File: src/rtl/seg_disp_arbiter_if.sv
// Bundle of requester inputs and display-driver outputs shared by the
// seg_disp_arbiter and whatever feeds and consumes it.
interface seg_disp_arbiter_if;
  logic [2:0]  req;
  logic [31:0] data0;
  logic [31:0] data1;
  logic [31:0] data2;
  logic [2:0]  ack;
  logic [1:0]  owner;
  logic [31:0] disp_data;
  logic        En;

  modport master (
    output req, data0, data1, data2,
    input  ack, owner, disp_data, En
  );

  modport slave (
    input  req, data0, data1, data2,
    output ack, owner, disp_data, En
  );
endinterface

File: src/rtl/seg_disp_arbiter.sv
// Round-robin owner of a single 8-digit 7-segment display: each owner keeps
// the display for a minimum dwell, with an optional blanked gap between owners.
module seg_disp_arbiter #(
  parameter int DWELL_CYC = 50_000_000,
  parameter int BLANK_CYC = 250_000,
  parameter int CNT_W     = 26
) (
  input  logic               Clk,
  input  logic               Rst_n,
  seg_disp_arbiter_if.slave  bus
);

  localparam logic [CNT_W-1:0] DWELL_LD = CNT_W'(DWELL_CYC - 1);
  localparam logic [CNT_W-1:0] BLANK_LD = CNT_W'((BLANK_CYC > 0) ? BLANK_CYC - 1 : 0);

  typedef enum logic [1:0] {
    ST_IDLE = 2'd0,
    ST_SHOW = 2'd1,
    ST_GAP  = 2'd2
  } state_t;

  state_t           state_q;
  logic [CNT_W-1:0] cnt_q;
  logic [1:0]       owner_q;
  logic [2:0]       ack_q;
  logic [31:0]      disp_q;
  logic             en_q;

  logic [1:0]  nxt1, nxt2, win_idx;
  logic        any_req, other_req, own_req;
  logic [31:0] win_data, own_data;

  function automatic logic bit_at(input logic [2:0] v, input logic [1:0] idx);
    case (idx)
      2'd0:    return v[0];
      2'd1:    return v[1];
      default: return v[2];
    endcase
  endfunction

  function automatic logic [31:0] data_at(input logic [1:0] idx, input logic [31:0] d0,
                                          input logic [31:0] d1, input logic [31:0] d2);
    case (idx)
      2'd0:    return d0;
      2'd1:    return d1;
      default: return d2;
    endcase
  endfunction

  // Search order from the current owner is o+1, o+2, then o itself.
  always_comb begin
    nxt1      = (owner_q == 2'd2) ? 2'd0 : owner_q + 2'd1;
    nxt2      = (owner_q == 2'd0) ? 2'd2 : owner_q - 2'd1;
    any_req   = |bus.req;
    own_req   = bit_at(bus.req, owner_q);
    other_req = bit_at(bus.req, nxt1) | bit_at(bus.req, nxt2);
    if (bit_at(bus.req, nxt1))      win_idx = nxt1;
    else if (bit_at(bus.req, nxt2)) win_idx = nxt2;
    else                            win_idx = owner_q;
    win_data  = data_at(win_idx, bus.data0, bus.data1, bus.data2);
    own_data  = data_at(owner_q, bus.data0, bus.data1, bus.data2);
  end

  always_ff @(posedge Clk or negedge Rst_n) begin
    if (!Rst_n) begin
      state_q <= ST_IDLE;
      cnt_q   <= '0;
      owner_q <= 2'd2;
      ack_q   <= 3'b000;
      disp_q  <= 32'h0;
      en_q    <= 1'b0;
    end else begin
      ack_q <= 3'b000;
      case (state_q)
        ST_IDLE: begin
          en_q <= 1'b0;
          if (any_req) begin
            owner_q <= win_idx;
            ack_q   <= 3'b001 << win_idx;
            disp_q  <= win_data;
            en_q    <= 1'b1;
            cnt_q   <= DWELL_LD;
            state_q <= ST_SHOW;
          end
        end

        ST_SHOW: begin
          if (own_req) disp_q <= own_data;
          if (cnt_q != '0) begin
            cnt_q <= cnt_q - 1'b1;
          end else if (other_req) begin
            if (BLANK_CYC == 0) begin
              owner_q <= win_idx;
              ack_q   <= 3'b001 << win_idx;
              disp_q  <= win_data;
              en_q    <= 1'b1;
              cnt_q   <= DWELL_LD;
            end else begin
              en_q    <= 1'b0;
              cnt_q   <= BLANK_LD;
              state_q <= ST_GAP;
            end
          end else if (own_req) begin
            cnt_q <= DWELL_LD;
          end else begin
            en_q    <= 1'b0;
            state_q <= ST_IDLE;
          end
        end

        ST_GAP: begin
          en_q <= 1'b0;
          // The winner is recomputed here so requests that changed during the gap count.
          if (cnt_q != '0) begin
            cnt_q <= cnt_q - 1'b1;
          end else if (any_req) begin
            owner_q <= win_idx;
            ack_q   <= 3'b001 << win_idx;
            disp_q  <= win_data;
            en_q    <= 1'b1;
            cnt_q   <= DWELL_LD;
            state_q <= ST_SHOW;
          end else begin
            state_q <= ST_IDLE;
          end
        end

        default: begin
          en_q    <= 1'b0;
          state_q <= ST_IDLE;
        end
      endcase
    end
  end

  assign bus.ack       = ack_q;
  assign bus.owner     = owner_q;
  assign bus.disp_data = disp_q;
  assign bus.En        = en_q;

endmodule

File: src/flat_wrapper.sv
// flat-port wrapper written by rule: the top's interface ports become plain ports
module seg_disp_arbiter_flat 
#(
  parameter int DWELL_CYC = 50_000_000,
  parameter int BLANK_CYC = 250_000,
  parameter int CNT_W     = 26
)
  (Clk, Rst_n, bus_req, bus_data0, bus_data1, bus_data2, bus_ack, bus_owner, bus_disp_data, bus_En);
  seg_disp_arbiter_if bus_i ();
  input  logic Clk;
  input  logic Rst_n;
  input wire logic [$bits(bus_i.req)-1:0] bus_req;
  input wire logic [$bits(bus_i.data0)-1:0] bus_data0;
  input wire logic [$bits(bus_i.data1)-1:0] bus_data1;
  input wire logic [$bits(bus_i.data2)-1:0] bus_data2;
  output wire logic [$bits(bus_i.ack)-1:0] bus_ack;
  output wire logic [$bits(bus_i.owner)-1:0] bus_owner;
  output wire logic [$bits(bus_i.disp_data)-1:0] bus_disp_data;
  output wire logic [$bits(bus_i.En)-1:0] bus_En;
  assign bus_i.req = bus_req;
  assign bus_i.data0 = bus_data0;
  assign bus_i.data1 = bus_data1;
  assign bus_i.data2 = bus_data2;
  assign bus_ack = bus_i.ack;
  assign bus_owner = bus_i.owner;
  assign bus_disp_data = bus_i.disp_data;
  assign bus_En = bus_i.En;
  seg_disp_arbiter #(.DWELL_CYC(DWELL_CYC), .BLANK_CYC(BLANK_CYC), .CNT_W(CNT_W)) u_core (.Clk(Clk), .Rst_n(Rst_n), .bus(bus_i));
endmodule
File: config.mk
export PLATFORM = sky130hd
export DESIGN_NAME = seg_disp_arbiter_flat
export DESIGN_NICKNAME = d
export VERILOG_FILES = /design/src/rtl/seg_disp_arbiter_if.sv /design/src/rtl/seg_disp_arbiter.sv /design/src/flat_wrapper.sv
export SDC_FILE = /design/constraint.sdc
export NUM_CORES = 1
export LEC_CHECK = 0
export CAP_MARGIN = 10
export CELL_PAD_IN_SITES_DETAIL_PLACEMENT = 0
export CELL_PAD_IN_SITES_GLOBAL_PLACEMENT = 2
export CORE_ASPECT_RATIO = 0.8
export CORE_MARGIN = 2
export CORE_UTILIZATION = 28
export DETAILED_ROUTE_END_ITERATION = 8
export PLACE_DENSITY = 0.94
export SLEW_MARGIN = 20
export SYNTH_ARGS = -nofsm -noshare
export SYNTH_HDL_FRONTEND = slang
export SYNTH_SLANG_ARGS = --single-unit
File: constraint.sdc
create_clock -name Clk -period 3.38 [get_ports Clk]
set_clock_uncertainty 0.15 [all_clocks]
set_input_delay 0.676 -clock Clk [delete_from_list [all_inputs] [get_ports Clk]]
set_output_delay 0.676 -clock Clk [all_outputs]
set_load 0.05 [all_outputs]
==> run summary, run 1 <==
Counting flops with an async set or reset pin after synthesis yields a share of 100.0%. Summing the areas of all compound-gate instances in the mapped netlist gives 28.76% of the synthesized area. Once the clock tree was built, the setup fixing pass inserted 0 buffers. Sorting the synthesized cells by how often they occur yields 113 x sky130_fd_sc_hd__nand2_1, 65 x sky130_fd_sc_hd__a22oi_1, 65 x sky130_fd_sc_hd__dfrtp_1. The sum of negative setup slack came out at 0 ps.

The most common cell in the synthesized netlist is sky130_fd_sc_hd__nand2_1. The average routed wire per standard cell works out to 18.09 um. Global-route usage over all layers: 18.22%. For the count of different cell masters after synthesis, the log shows 56. Summing every instance area after synthesis gives 4956 um2. The tools report the maximum count of clock buffers along a single path as 2. Setup repair after global routing left no endpoint under its margin. Once detailed placement completed, the half-perimeter wirelength came to 12030 um. The number of detailed-routing iterations run before antenna repair came out at 6.

sky130_fd_sc_hd__dfrtp_1 takes more of the synthesized area than any other cell. Slew of the pin with the lowest slew margin: 894.5 ps. The path type of the worst setup path is flip-flop to flip-flop. Hold is met by 314.2 ps.

The H-tree was split into 3 levels. The congestion estimate from routability-driven global placement came to 0.9176. Gates resized during post-CTS repair numbered 0.

The logs give 40.34% for the utilization of the core after routing and 9 for the CTS buffer count. The share of the Yosys chip area taken by registers is 33.35%. Of the cells placed in the final design, the portion with a size suffix greater than 1 is 7.877%. In this run the tightest slew margin relative to its limit is 40.37%. The leakage power figure was 2.905 nW.

The detailed router's first-iteration violation count was 408. STA classifies the critical path startpoint as a flip-flop. The run gives 43 as the number of placement rows.

The startpoint identified for the worst register-to-register timing path is u_core.cnt_q[20]$_DFFE_PN0P_. The clock period minus worst slack was 3021 ps. The run finished with clean final reports.

Entering global routing, the biggest net connects 67 pins. In this run, synthesis produced a sequential element count of 66. Once layout is complete, the cells apart from fillers number 974. After global routing the overflow that remains totals 0. The first global-routing pass estimated 27340 um of wire. Port buffering added 138 buffers. In this run the worst setup path begins at u_core.cnt_q[20]$_DFFE_PN0P_. After routing the design area is 6988 um2. The width of the die was 152.7 um. For the count of hold-fix buffers inserted at cts, the log shows 0. The detailed-route via count is 5245, and the worst ir drop on vdd is 0.6787 mV. The synthesized area divided by synthesized cell count is 8.072 um2. The final worst-path cycle share works out to 89.39%. Once the floorplan was initialized, standard cells occupied 28.61% of the core.

Of the total synthesized cell area, the portion taken by XOR and XNOR cells is 1.767%. For the worst setup path, the data required time is 3470 ps. Data on the critical path arrives at its endpoint at 3110 ps. Of the total synthesized cell area, the portion taken by full adders, half adders and majority gates is 3.030%. Number of max-cap violations: 0. For the final antenna diode count, the log shows 0. By area the synthesized netlist is led by sky130_fd_sc_hd__dfrtp_1 33%, sky130_fd_sc_hd__a22oi_1 9.8%, sky130_fd_sc_hd__nand2_1 8.6%. The critical path goes through or4_1 -> nor4_1 -> and2_1 -> a31o_2 -> a21o_1 -> o21ai_0 -> o21ai_0. After filler insertion, the fill cell instance count of the layout stands at 1781.

For the die outline area, the log shows 18790 um2. Clock-pin slew was measured on the worst setup and hold paths at 60 ps. The area of the placeable core came out at 17320 um2. The min-delay analysis places its worst path in the category input pin to asynchronous set/reset pin.

Dominant combinational cell family by area after synthesis: compound AO/OA/AOI/OAI gates. The post-detailed-route count of antenna-violating nets is 0. Highest-delay cell along the critical path: sky130_fd_sc_hd__or4_1. TritonCTS built the clock tree. The top achievable clock speed is 331.0 MHz, and the proportion of netlist area held by the largest area contributor is 32.82%.

At the placement stage, the worst setup path has a slack of 172.0 ps. The maximum fanout along the worst path was 13; the sink count of the clock tree was 66. Post-synthesis simple-gate area fraction: 20.55%. The run gives 0 as the number of hold violations in the final report. Setup violations remaining at the end of the flow were counted as 0. In this run the power density over the cells is 1091 nW/um2.

The number of instances in the synthesized netlist is 614, and the die boundary height is 123.0 um. The logs give 5082 for the via count of the first global-routing pass and 17620 um for the routed wire length. 139 I/O pins were placed. The synthesis-to-layout area growth was 41.00%; the post-layout worst setup margin was 358.6 ps. In the synthesized netlist, mux cells make up 7.321% of the area. The number of antenna violations at the first check in global routing was 0; the vias per cell was 5.385.

The worst-skew pair later-pin latency was 330 ps; the count of flip-flops with a built-in enable after synthesis was 0. The leading register cell type out of synthesis is sky130_fd_sc_hd__dfrtp_1. After detailed placement, the total cell area comes to 6690 um2. The number of remaining DRC errors is 0. Cell chosen for the clock root: sky130_fd_sc_hd__clkbuf_16.

The tools report the category of the worst setup path capture point as a flip-flop. The post-synthesis net count was 727; the number of cells after detailed placement was 958. For this run, the post-layout net count is 857. The largest stage delay on the critical path works out to 680 ps. The total design power was 7.626 mW; the final number of max-transition violations was 0. The warning count from the yosys run came out at 0.

Cell occurring most often along the worst timing path: sky130_fd_sc_hd__o21ai_0.
-- sequential cells by signal (all words and copies together), names as in the netlist --
register	cells
u_core.cnt_q	26
u_core.bus.ack	3
u_core.state_q	2
u_core.bus.disp_data	32
u_core.bus.En	1
u_core.bus.owner	2
-- worst paths after layout --
check / end / slack, ps / cells after the start
min in group Clk: u_core.bus.disp_data[8]$_DFFE_PN0P_ / 340 / 2
max in group asynchronous: u_core.bus.disp_data[8]$_DFFE_PN0P_ / 2180 / 1
min reg2reg: u_core.bus.disp_data[8]$_DFFE_PN0P_ / 340 / 2
min: u_core.cnt_q[9]$_DFFE_PN0P_ / 310 / 1
max: u_core.cnt_q[16]$_DFFE_PN0P_ / 360 / 7
max reg2reg: u_core.cnt_q[16]$_DFFE_PN0P_ / 360 / 7
-- metal layers --
layer  vias to the layer above  part of all wire, %  wire, um  global-route usage (%)
met1                      2488                   48      8402                   25.67
met4                         0                 0.65       115                   4.398
met2                       189                   45      7870                   28.25
met3                         6                  7.0      1234                   4.451
li1                       2562                    -         -                       -
met5                         -                    0         0                       0
-- kinds of logic (layout without fill, tap and decap cells) --
family / count (synthesis) / after routing
muxes: 36 / 36
DFF: 66 / 66
xor gates and xnor gates: 10 / 10
and+or+nand+nor: 227 / 227
buffers and inverters: 59 / 194
adders and majority gates: 12 / 12
AOI/OAI and AO/OA: 204 / 204
-- where the power goes --
part	leakage [nW]	internal, mW	switching (mW)
Clock	0.143	0.592	0.360
Sequential	0.807	1.18	0.314
Combinational	1.96	1.98	3.20
Total	2.90	3.75	3.88
-- worst max-delay path, delay by kind of cell, from the launching register on --
kind,cells,cell delay (ps)
flip-flops,1,460
AND/OR/NAND/NOR,3,1350
AO/OA/AOI/OAI,4,980
-- cells in the final DEF (no fill, tap or decap), drive strengths merged, types with 5 or more instances in the layout --
master	instances
a21oi	29
clkbuf	12
ha	12
clkdlybuf4s50	137
or3	7
nor2	51
mux2i	34
nor3	18
xor2	6
a22oi	66
inv	10
dfrtp	65
nor4	10
buf	31
a31oi	7
o21ai	36
nand3	8
o22ai	5
o221ai	32
nand2b	5
nand2	113
-- final cells by class --
type | count | area [um2] | share of cell area [%]
Sequential cell | 66 | 1653 | 23.65
Clock buffer | 12 | 246.5 | 3.527
Inverter | 10 | 37.54 | 0.5372
Multi-Input combinational cell | 489 | 3077 | 44.03
Tap cell | 225 | 281.5 | 4.029
Timing Repair Buffer | 168 | 1642 | 23.49
Clock inverter | 4 | 51.30 | 0.7341
Note: power is estimated with default switching activity, not from simulation.
==> run 2, diff against run 1 <==
ABC_AREA = 1   (was not set)
CAP_MARGIN = not set   (was 10)
CORE_UTILIZATION = 26   (was 28)
PLACE_DENSITY = 0.92   (was 0.94)
==> run 2 against run 1 <==
Net effect: utilization fell by 5.2 points; register-to-register slack improved by 270 ps; sequential power barely moved; non-clock buffer count fell by 17; total power rose by 13%; flip-flop and latch count did not move; combinational power rose by 19%; critical endpoint is now u_core.bus.disp_data[27]$_DFFE_PN0P_.
==> run summary, run 2 <==
The buffers plus inverters on the worst setup path is 3 (+3), and the number of port buffers is 138 (unchanged). After global routing, the most crowded layer is met2. The final worst-path cycle share works out to 81.46% (-7.9 points). The detailed router's first-iteration violation count was 530 (+30%). By area the synthesized netlist is led by sky130_fd_sc_hd__dfrtp_1 29%, sky130_fd_sc_hd__nand2_1 21%, sky130_fd_sc_hd__nand3_1 13%. The maximum fanout along the worst path works out to 34 (+21). The critical path capture point is u_core.bus.disp_data[27]$_DFFE_PN0P_. Ranked by instance count, the synthesized netlist is headed by 314 x sky130_fd_sc_hd__nand2_1, 142 x sky130_fd_sc_hd__nand3_1, 93 x sky130_fd_sc_hd__nor2_1. The number of hold violations in the final report was 0 (unchanged). The met1 capacity usage during global routing is 27.12% (+1.5 points). The utilization of the core after routing came out at 35.14% (-5.2 points). The CTS buffer count is 9 (unchanged). The tools report the die outline area as 23050 um2 (+23%). The count of flip-flops with a built-in enable after synthesis is 0 (unchanged).

The run gives 340 ps (about the same) as the worst-skew pair later-pin latency. Critical path depth in cells: 14 (+7). The cell family with the largest share of critical-path delay is simple AND/OR/NAND/NOR gates. Final global-route overflow total: 0 (unchanged). For the register cell area after layout, the log shows 1653 um2 (unchanged).

The number of placement rows was 48 (+12%); the placement-stage cell area was 7269 um2 (+8.7%). The tools report the category of the worst setup path capture point as a flip-flop. The power density normalized to cell area works out to 1144 nW/um2 (+4.8%). The warning count from the yosys run was 0 (unchanged). The power dissipated by switching net loads is 4.924 mW (+27%). First-pass GRT wire length: 33690 um (+23%). The share of layout cells above drive strength 1 is 6.863% (-1.0 points).

The worst setup path is launched from a flip-flop. The tools report the final layout net count as 1128 (+32%). The run finished with clean final reports.

The async set or reset register ratio after synthesis was 100.0% (unchanged); the arrival time of data at the critical path endpoint was 2840 ps (-270 ps). The width of the die works out to 169.2 um (+11%). The most common cell in the netlist is sky130_fd_sc_hd__nand2_1.

The vias per cell works out to 5.066 (-5.9%). Setup repair after global routing left no endpoint under its margin. The sink count of the clock tree is 66 (unchanged). The number of detailed-routing iterations run before antenna repair was 7 (+1).

The tools report the clock share of power as 11.0% (-1.5 points). Number of instances in the synthesized netlist: 902 (+47%). In the synthesized netlist the dominant register cell turns out to be sky130_fd_sc_hd__dfrtp_1. The tools report the combinational group share of total power as 71.6% (+3.6 points).

The number of flip-flops and latches in the synthesized netlist is 66 (unchanged). The tools report the number of gates resized after cts as 0 (unchanged). The biggest area contributor in the post-synthesis netlist is sky130_fd_sc_hd__dfrtp_1. The count of pins on the block boundary was 139 (unchanged); the average routed wire per standard cell was 16.72 um (-7.6%). Met3 track utilization from global routing: 2.999% (-1.5 points). The total design power is 8.643 mW (+13%). In this run the critical register-to-register path is launched from u_core.bus.owner[1]$_DFFE_PN1P_.

Via count of the first global-routing pass: 6114 (+20%). The tools report the cell chosen for the clock root as sky130_fd_sc_hd__clkbuf_16. Compared with the post-synthesis result, the final layout area differs by 33.05%.

The HPWL after detailed placement was 14800 um (+23%); the cell-internal power was 3.719 mW (-0.80%). The post-detailed-route count of antenna-violating nets came out at 0 (unchanged). Cell area after layout: 7556 um2 (+8.1%). The synthesized area divided by synthesized cell count is 6.296 um2 (-22%), and the number of remaining DRC errors is 0 (unchanged).

The logs give 21500 um2 (+24%) for the area of the placeable core and 630 ps (+270 ps) for the setup slack of the most critical reg-to-reg path. Worst ir drop on vdd: 1.243 mV (+83%). The run gives 18.55% (+0.33 points) as the global-route usage over all layers. The number of setup violations in the final report was 0 (unchanged); the final number of max-transition violations was 0 (unchanged). For the total number of H-tree levels, the log shows 3 (unchanged). The proportion of netlist area held by the largest area contributor works out to 28.64% (-4.2 points). The number of cells on the worst reg-to-reg path was 14 (+7). The clock period minus worst slack was 2753 ps (-268.0 ps); the slew of the pin with the lowest slew margin was 943.2 ps (+48.74 ps).

The switching share of total power is 56.97% (+6.1 points). The count of hold-fix buffers inserted at cts is 0 (unchanged), and the largest net degree at the start of global routing is 67 (unchanged). For the worst hold margin, the log shows 311.3 ps (-2.909 ps). For the number of post-CTS setup repair buffers, the log shows 0 (unchanged). The critical path goes through inv_1 -> ha_1 -> inv_2 -> nand2_1 -> nand2_1 -> nand2_1 -> nand2_2 -> inv_1 -> nand2_1 -> nand2_2 -> nand3_1 -> nand3_1 -> nand2_1 -> nand2_1.

The top cell types in the final layout, fill and taps aside, are 314 x sky130_fd_sc_hd__nand2_1, 142 x sky130_fd_sc_hd__nand3_1, 137 x sky130_fd_sc_hd__clkdlybuf4s50_1. The tools report the count of different cell masters after synthesis as 34 (-39%). The tools report the routed wire length as 21660 um (+23%).

The required arrival time at the worst endpoint was 3470 ps (about the same); the clock input transition at the sequential cells of the worst setup and hold paths was 60 ps (about the same). The worst reg2reg path endpoint is u_core.bus.disp_data[27]$_DFFE_PN0P_. For the cell area after synthesis, the log shows 5679 um2 (+15%).

Number of flip-flops in the largest register: 32 (unchanged). The die boundary height is 136.2 um (+11%). The most numerous cell type found on the critical path is sky130_fd_sc_hd__nand2_1. The largest individual stage delay along the critical path comes from the cell sky130_fd_sc_hd__dfstp_2. The initial core utilization was 26.41% (-2.2 points); the routability congestion estimate was 0.8525 (-7.1%). The relative max-transition margin came out at 37.12% (-3.2 points).

The critical path is of the flip-flop to flip-flop type. The most critical setup path has its startpoint at u_core.bus.owner[1]$_DFFE_PN1P_. Detailed-route via count: 6560 (+25%). Leaving out fill and tap cells, the most frequent cell in the layout is sky130_fd_sc_hd__nand2_1. The fill cell instance count of the final layout was 2330 (+31%). The sequential share of power is 17.3% (-2.2 points), and the leakage power figure is 3.407 nW (+17%). The run gives 28.14% (-0.11 points) as the global routing usage on met2. The class of the most critical hold timing path was input pin to asynchronous set/reset pin. The tools report the maximum count of clock buffers along a single path as 2 (unchanged).

The largest stage delay on the critical path is 590 ps (-90 ps), and the sum of negative setup slack is 0 ps (unchanged). For the top achievable clock speed, the log shows 363.2 MHz (+9.7%). The post-synthesis net count was 1015 (+40%). TritonCTS built the clock tree. For the number of antenna violations at the first check in global routing, the log shows 0 (unchanged).

The multi-input combinational cell area was 3573 um2 (+16%); the number of max-cap violations was 0 (unchanged). The portion of the post-synthesis area used by sequential elements was 29.10% (-4.2 points). The run gives 0 (unchanged) as the final antenna diode count.
==> run 2: changes by cell type in the layout (fill, tap and decap cells not counted), moves of 9 or more <==
cell	change
sky130_fd_sc_hd__o21ai_0	-19
sky130_fd_sc_hd__nor2_2	+9
sky130_fd_sc_hd__a22oi_1	-65
sky130_fd_sc_hd__nor2_1	+43
sky130_fd_sc_hd__inv_1	+40
sky130_fd_sc_hd__mux2i_1	-34
sky130_fd_sc_hd__nand3_1	+134
sky130_fd_sc_hd__nor3_1	-9
sky130_fd_sc_hd__o221ai_1	-32
sky130_fd_sc_hd__a21oi_1	+34
sky130_fd_sc_hd__nand2_1	+201
sky130_fd_sc_hd__a221oi_1	+31
sky130_fd_sc_hd__buf_4	-16
==> run 2: routing by layer <==
layer  wire length (um)  share of wire, %
met5                  0                 0
met4                315               1.5
met3               1148               5.3
met2               9556                44
met1              10640                49
==> run 2: final cells by class <==
type	instances	area share, %
clock buffers	10	3.030
clock inverters	6	0.7617
inverters	52	2.616
multi-input cells	735	47.29
flip-flops and latches	66	21.87
well taps	275	4.554
repair buffers	151	19.87
==> run 2: power by group through the flow <==
stage                     sequential, mW  clock [mW]  combinational (mW)
after floorplan                     2.18           0                3.74
after global placement              1.51           0                6.19
after detailed placement            1.50           0                6.17
after CTS                           1.50       0.977                6.19
after global routing                1.55        1.00                6.83
final                               1.50       0.955                6.19
==> run 2: how the worst min path moves through the flow <==
stage	slack, ps	to
6_report	310	u_core.cnt_q[6]$_DFFE_PN0P_
3_5_place_dp	320	u_core.bus.disp_data[18]$_DFFE_PN0P_
3_3_place_gp	310	u_core.bus.disp_data[22]$_DFFE_PN0P_
2_1_floorplan	230	u_core.bus.En$_DFFE_PN0P_
4_1_cts	330	u_core.bus.disp_data[26]$_DFFE_PN0P_
5_1_grt	350	u_core.bus.disp_data[26]$_DFFE_PN0P_
==> run 2: cell families (layout without fill, tap and decap cells) <==
| group | Yosys count | in the layout | synth area share (%) |
|---|---|---|---|
| DFF | 66 | 66 | 29.10 |
| and+or+nand+nor | 602 | 602 | 46.75 |
| buffers and inverters | 101 | 219 | 8.152 |
| AOI/OAI and AO/OA | 115 | 115 | 12.43 |
| adders and majority gates | 12 | 12 | 2.644 |
| xor gates and xnor gates | 6 | 6 | 0.9253 |
==> run 2: metrics by stage <==
step	cells	setup slack, ps
finish	1295	626.6
global route	1295	436.4
CTS	1295	629.3
detailed placement	1279	461.7
global placement	1279	456.1
floorplan	902	905.9
